$ cat src/rtl/frame_buffer_ctrl.sv
// Ping-pong frame-buffer controller.
// One single-port 1-bit RAM holds two frame banks. The RAM address MSB
// selects the bank. The capture stage writes into the write bank (wb).
// The processor reads the completed frame from the read bank (rb).
// Camera writes always take the RAM port ahead of processor reads.
// Optional feature: define FRAME_BUFFER_DROP_COUNT_EN to add the
// dropped_frames[7:0] output. It is a saturating count of frames that
// were discarded because the processor still held the previous frame.
module frame_buffer_ctrl #(
    parameter int ADDR_W       = 17,
    parameter int FRAME_PIXELS = 76800
) (
    input  logic              clk,
    input  logic              reset,
    input  logic              cap_wr_en,
    input  logic [ADDR_W-1:0] cap_wr_addr,
    input  logic              cap_wr_data,
    input  logic              cap_frame_done,
    input  logic              proc_rd_req,
    input  logic [ADDR_W-1:0] proc_rd_addr,
    output logic              proc_rd_gnt,
    output logic              proc_rd_valid,
    output logic              proc_rd_data,
    output logic              frame_ready,
    input  logic              frame_release,
    output logic [ADDR_W:0]   ram_addr,
    output logic              ram_we,
    output logic              ram_wdata,
    input  logic              ram_rdata
`ifdef FRAME_BUFFER_DROP_COUNT_EN
    ,
    output logic [7:0]        dropped_frames
`endif
);

    localparam logic [ADDR_W-1:0] FRAME_LIMIT = ADDR_W'(FRAME_PIXELS);

    typedef enum logic {EMPTY, FULL} state_t;

    state_t state_reg, state_next;
    logic   wb_reg, wb_next;
    logic   rb_reg, rb_next;
    logic   frame_valid_reg, frame_valid_next;
    logic   rd_pending_reg;
    logic   rd_oor_reg;

    // A frame-done pulse counts only when the frame began at address 0.
    logic accepted_done;
    assign accepted_done = cap_frame_done & frame_valid_reg;

    assign frame_ready = (state_reg == FULL);

    // Bank ownership and frame-validity state register.
    always_ff @(posedge clk) begin
        if (reset) begin
            state_reg       <= EMPTY;
            wb_reg          <= 1'b0;
            rb_reg          <= 1'b0;
            frame_valid_reg <= 1'b0;
        end else begin
            state_reg       <= state_next;
            wb_reg          <= wb_next;
            rb_reg          <= rb_next;
            frame_valid_reg <= frame_valid_next;
        end
    end

    // Owner FSM: hand over completed frames, or drop them while the processor is busy.
    always_comb begin
        state_next = state_reg;
        wb_next    = wb_reg;
        rb_next    = rb_reg;
        case (state_reg)
            EMPTY: begin
                if (accepted_done) begin
                    rb_next    = wb_reg;
                    wb_next    = ~wb_reg;
                    state_next = FULL;
                end
            end
            FULL: begin
                if (accepted_done && frame_release) begin
                    // The processor frees its bank just as a new frame completes: swap and stay full.
                    rb_next = wb_reg;
                    wb_next = ~wb_reg;
                end else if (frame_release) begin
                    state_next = EMPTY;
                end
                // If only accepted_done is set, the frame is dropped and the
                // next frame overwrites the same write bank.
            end
            default: state_next = EMPTY;
        endcase
    end

    // A frame becomes valid when address 0 is written, and is closed by frame-done.
    always_comb begin
        frame_valid_next = frame_valid_reg;
        if (cap_frame_done) begin
            frame_valid_next = 1'b0;
        end
        if (cap_wr_en && (cap_wr_addr == '0)) begin
            frame_valid_next = 1'b1;
        end
    end

    // RAM port arbitration: the capture writer takes priority over processor reads.
    always_comb begin
        ram_we      = 1'b0;
        ram_addr    = '0;
        ram_wdata   = 1'b0;
        proc_rd_gnt = 1'b0;
        if (!reset) begin
            if (cap_wr_en) begin
                // An out-of-range write still occupies the port but does not write.
                ram_we    = (cap_wr_addr < FRAME_LIMIT);
                ram_addr  = {wb_reg, cap_wr_addr};
                ram_wdata = cap_wr_data;
            end else if (proc_rd_req && frame_ready) begin
                proc_rd_gnt = 1'b1;
                ram_addr    = {rb_reg, proc_rd_addr};
            end
        end
    end

    // Read-return pipeline that matches the one-cycle RAM read latency.
    always_ff @(posedge clk) begin
        if (reset) begin
            rd_pending_reg <= 1'b0;
            rd_oor_reg     <= 1'b0;
        end else begin
            rd_pending_reg <= proc_rd_gnt;
            rd_oor_reg     <= proc_rd_gnt && (proc_rd_addr >= FRAME_LIMIT);
        end
    end

    assign proc_rd_valid = rd_pending_reg;
    assign proc_rd_data  = rd_pending_reg & ~rd_oor_reg & ram_rdata;

`ifdef FRAME_BUFFER_DROP_COUNT_EN
    logic [7:0] drop_cnt_reg;

    // Saturating count of frames discarded while the processor held its bank.
    always_ff @(posedge clk) begin
        if (reset) begin
            drop_cnt_reg <= 8'd0;
        end else if (frame_ready && accepted_done && !frame_release && (drop_cnt_reg != 8'hFF)) begin
            drop_cnt_reg <= drop_cnt_reg + 8'd1;
        end
    end

    assign dropped_frames = drop_cnt_reg;
`endif

endmodule

$ cat config.mk
export PLATFORM = sky130hd
export DESIGN_NAME = frame_buffer_ctrl
export DESIGN_NICKNAME = d
export VERILOG_FILES = /design/src/rtl/frame_buffer_ctrl.sv
export SDC_FILE = /design/constraint.sdc
export NUM_CORES = 1
export LEC_CHECK = 0
export BUFFER_PORTS_ARGS = -buffer_cell sky130_fd_sc_hd__buf_2
export CAP_MARGIN = 20
export CORE_MARGIN = 2
export CORE_UTILIZATION = 28
export DETAILED_ROUTE_END_ITERATION = 8
export PLACE_DENSITY = 0.81
export SYNTH_ARGS = -nofsm -noshare
export SYNTH_HDL_FRONTEND = slang
export SYNTH_SLANG_ARGS = --single-unit
$ cat constraint.sdc
create_clock -name clk -period 1.1 [get_ports clk]
set_input_delay 0.055 -clock clk [delete_from_list [all_inputs] [get_ports clk]]
set_output_delay 0.055 -clock clk [all_outputs]
set_load 0.02 [all_outputs]
# After elaboration in Yosys (flattened, before gate mapping)
# Index checks and enable logic that the tools add are counted.
[totals] regBits=6 wordCells=45 input_bits=42 output_inout_bits=24
[op_classes] n_reduce_logical=7 muxes=22 bitwise_logic=6 order_cmp=2 eq_ne=2
[op_table] operator="18-bit two-way mux" count=3
[op_table] operator="17-bit >= comparator, second input constant" count=1
[op_table] operator="17-bit zero test" count=1
[op_table] operator="17-bit < comparator, second input constant" count=1
[op_table] operator="1-bit two-way mux" count=16
[op_table] operator="1-bit case mux with 2 select lines" count=3
[op_table] operator="1-bit logical AND" count=4
[op_table] operator="1-bit bitwise AND" count=3
[op_table] operator="1-bit inverter" count=3
[op_table] operator="2-bit by 1-bit != test with 1-bit output, second input constant" count=1
[op_table] operator="2-bit != test, second input constant" count=1
[op_table] operator="2-bit AND reduction" count=1
[op_table] operator="2-bit nonzero test" count=1

# Longest topological paths before layout
[logic_depth] depth_word=5 ltp_mapped=5 depth_no_buf=3

# Worst setup path before layout
# OpenSTA, ideal clock, no wires.
[synth_timing] path_type="register -> output" startpoint="register state_reg (netlist: frame_ready)" endpoint="output ram_addr[10]" t_required_ns=1.045 path_buffers=1 path_slack_ns=-0.252 path_stages_with_launch=5 arrival_ns=1.297 path_cell_list="dfxtp_1 -> nand2_1 -> nor3_4 -> buf_6 -> a22o_2"
[synth_between] elab_chain_cells=4
[synth_rtl] element="start, declared" line_no="40" text="state_t state_reg, state_next;"
[synth_rtl] element="start signal, assigned" line_no="61" text="state_reg <= state_next;"
[synth_rtl] element="1-bit logical AND" line_no="119" text="end else if (proc_rd_req && frame_ready) begin"
[synth_rtl] element="18-bit two-way mux" line_no="119"
[synth_rtl] element="18-bit two-way mux" line_no="114" text="if (cap_wr_en) begin"
[synth_rtl] element="18-bit two-way mux" line_no="113" text="if (!reset) begin"
[synth_rtl] element="end, declared" line_no="26" text="output logic [ADDR_W:0] ram_addr,"
# Every way passes these cells.

# Worst setup path in the final report
[layout_timing] startpoint="register state_reg (netlist: frame_ready)" endpoint="output ram_addr[14]"
# Same word-level chain as after synthesis.

==> summary.md <==
| Metric | Value |
|---|---|
| Simple logic cell fraction of the synthesized area | `between 20% and 30%` |
| Area of the multi-input gates | `541 sq um` |
| Total Nets Final | `186` |
| Clock Tree Root | `clkbuf_4` |
| Setup TNS | `-5.19 ns` |
| Seq/Total Area, Yosys | `between 20 and 25%` |
| Crit start category | `flip-flop` |
| Layout overhead on the synthesized area | `149%` |
| Routability cong. | `about 0.7` |
| Period utilization | `129%` |
| Failing checks | `negative setup slack` |
| Post-CTS Hold Fix Bufs | `0` |
| Yosys top cell area share | `a little under a third` |
| Max frequency | `approximately 700 MHz` |
| Remaining antenna violation count after routing | `0` |
| Most frequent cells in the layout | `buf_2, buf_6, a22o_4` |
| Post-synth cell types | `22` |
| First-pass iteration count of the detailed router | `4` |
| Post-synthesis register bit count | `6` |
| Final setup fails | `23` |
| # fillers | `136` |
| Arr. time, crit path | `~1.4 ns` |
| Global route overflow | `0` |
| Power, Total | `0.000758 W` |
| RSZ-0062 raised after global routing | `yes` |
| Num CTS Buffers | `3` |
| Cell area after synthesis | `534 sq um` |
| Rows | `15` |
| Clock skew | `about 0.015 ns` |
| PD cells | `about 570 nW/um^2` |
| HPWL after detailed placement | `between 1500 and 2000 um` |
| FF/Latch Area | `124 sq um` |
| Ports | `66` |
| Clock power frac | `30.3%` |
| Crit Path Category | `flip-flop to output port` |
| Iteration-0 DRC Markers | `10` |
| Clk buf depth | `2` |
| CP endpoint kind | `output port` |
| Antenna violations before repair | `0` |
| Drt drc | `0` |
| Pint | `between 0.0005 and 0.0006 W` |
| Final setup margin | `-0.314 ns` |
| Tmin final | `around 1.4 ns` |
| P_leak | `0.692 nW` |
| H-tree levels | `1` |
| HP Class | `primary input to flip-flop` |
| Most common cell after layout, fill and taps aside | `buf_2` |
| Largest area contributor in the netlist | `a22o_2` |
| IO buf count | `65` |
| Detailed Route WL | `between 2000 and 3000 um` |
| Syn Inst Count | `64` |
| Mean post-synth cell area | `between 8 and 9 sq um` |
| Full die area | `2270 sq um` |
| Final std cells w/o fill | `168` |
| Crit-path max FO | `8` |
| Initial Util | `between 30% and 40%` |
| CTS sink cnt | `6` |
| Outcome | `finished, violations left` |
| Yosys warnings | `0` |
| CTS tree | `done` |
| Vias in the first global route | `roughly 900` |
| Max-cap violations | `0` |
| Mapped Nets | `106` |
| Net Sw Frac | `a little under a third` |
| Adder-cell share of the synthesized area | `0%` |
| Wirelength per Cell | `between 15 and 20 um` |
| Die H | `around 48 um` |
| Worst slew pin tran | `between 0.2 and 0.3 ns` |
| Rel. slew slack | `about four fifths` |
| Largest family of logic cells by synthesized area | `compound AO/OA/AOI/OAI gates` |
| Critical path required time | `between 1 and 1.5 ns` |
| Clock Latency Late Sink | `around 0.25 ns` |
| Seq pwr share | `about 28%` |
| Fin. max-slew vios | `0` |
| VDD IR-drop max | `approximately 0.00051 V` |
| Vias/cell | `between 5 and 6` |
| Top post-synthesis cells by area | `a22o_2, dfxtp_1, a21oi_1, buf_6, o21ai_0` |
| Maximum number of pins on one net before global-route repair | `14` |
| Multiplexer share of the synthesized area | `0%` |
| Final Hold Fails | `0` |
| Die width | `approximately 48 um` |
| ANT cells | `0` |
| Synth Area in XOR/XNOR | `0%` |
| Tot GR Track Use | `around a quarter` |
| Share of cells above drive strength 1 | `75.5%` |
| Logic pwr share | `roughly two fifths` |
| Compound-cell area share of the yosys netlist | `roughly 44%` |
| First-pass GRT wire length | `4030 um` |
| Vias | `890` |
| Clock transition at path regs | `~0.060 ns` |
| Core Area | `roughly 1800 sq um` |
| Placed insts | `between 150 and 200` |
| Net switching power | `0.000242 W` |
==> worst max-delay path, stage by stage (launching register included) <==
cell and delay [ns]:
dfxtp_4 0.35, nand2_4 0.07, nor3_4 0.05, buf_6 0.13, buf_16 0.14, a22o_4 0.24
buf_6 0.13
==> final timing paths <==
| kind | from | endpoint | cells after the start | slack [ns] |
|---|---|---|---|---|
| hold / removal | proc_rd_addr[16] | rd_oor_reg | 2 | 0.07 |
| setup reg to reg | frame_ready | wb_reg | 5 | -0.13 |
| setup / recovery | frame_ready | ram_addr[14] | 6 | -0.31 |
| hold reg to reg | frame_valid_reg | frame_valid_reg | 2 | 0.49 |
==> layout make-up <==
class | count | area share (%)
well taps | 25 | 2.35
flip-flops and latches | 6 | 9.30
repair buffers | 79 | 45.5
inverters | 1 | 0.282
clock buffers | 4 | 1.97
multi-input cells | 53 | 40.6
==> synthesized netlist by cell type <==
cell type  number
nand4_1         1
and2b_2         1
nor3_1          2
o21ai_0         4
o311a_1         1
nand4b_1        1
and2_1          1
or3_1           1
buf_6           2
nand3_1         2
nor3_4          1
nand2b_1        1
nor2b_1         2
a21oi_1         6
inv_1           1
nand2_1         5
a21boi_0        1
dfxtp_1         6
nor4_1          3
buf_2           2
a22o_2         17
nor2_1          3
==> metal layers <==
layer | vias up | global-route usage (%) | share of wire [%]
met5 | - | 0 | 0
met3 | 14 | 3.77 | 7.2
met2 | 57 | 46.9 | 53
met4 | 0 | 9.73 | 4.4
met1 | 404 | 27.8 | 35
li1 | 415 | - | -
==> metrics by stage <==
| stage | hold WS [ns] | util, % | cell area [sq um] | worst slack [ns] |
|---|---|---|---|---|
| final | 0.0718 | 75.5 | 1330 | -0.314 |
| after global routing | 0.0771 | 75.5 | 1330 | -0.348 |
| after CTS | 0.0771 | 74.2 | 1310 | -0.299 |
| after detailed placement | 0.334 | 57.1 | 1010 | -0.0460 |
| after global placement | 0.334 | 57.1 | 1010 | -0.0190 |
| after floorplan | 0.132 | - | 606 | -0.109 |
==> cell families after synthesis <==
logic type / Yosys count
AOI/OAI and AO/OA: 29
and+or+nand+nor: 24
buffers and inverters: 5
DFF: 6
==> power groups by stage <==
stage / Combinational (W) / Clock (W) / Sequential [W]
final: 0.000313 / 0.000229 / 0.000215
after global routing: 0.000333 / 0.000260 / 0.000215
after CTS: 0.000303 / 0.000224 / 0.000215
after detailed placement: 0.000251 / 0 / 0.000220
after global placement: 0.000245 / 0 / 0.000220
after floorplan: 0.000108 / 0 / 0.000220
==> what timing repair did <==
item | CTS | global route
pin swaps | 12 | 6
resized for setup | 50 | 9
endpoints found under the setup margin | 18 | 22
setup buffers | 4 | 2
gates cloned | 2 | 0
Power figures use the tool's default switching activity.
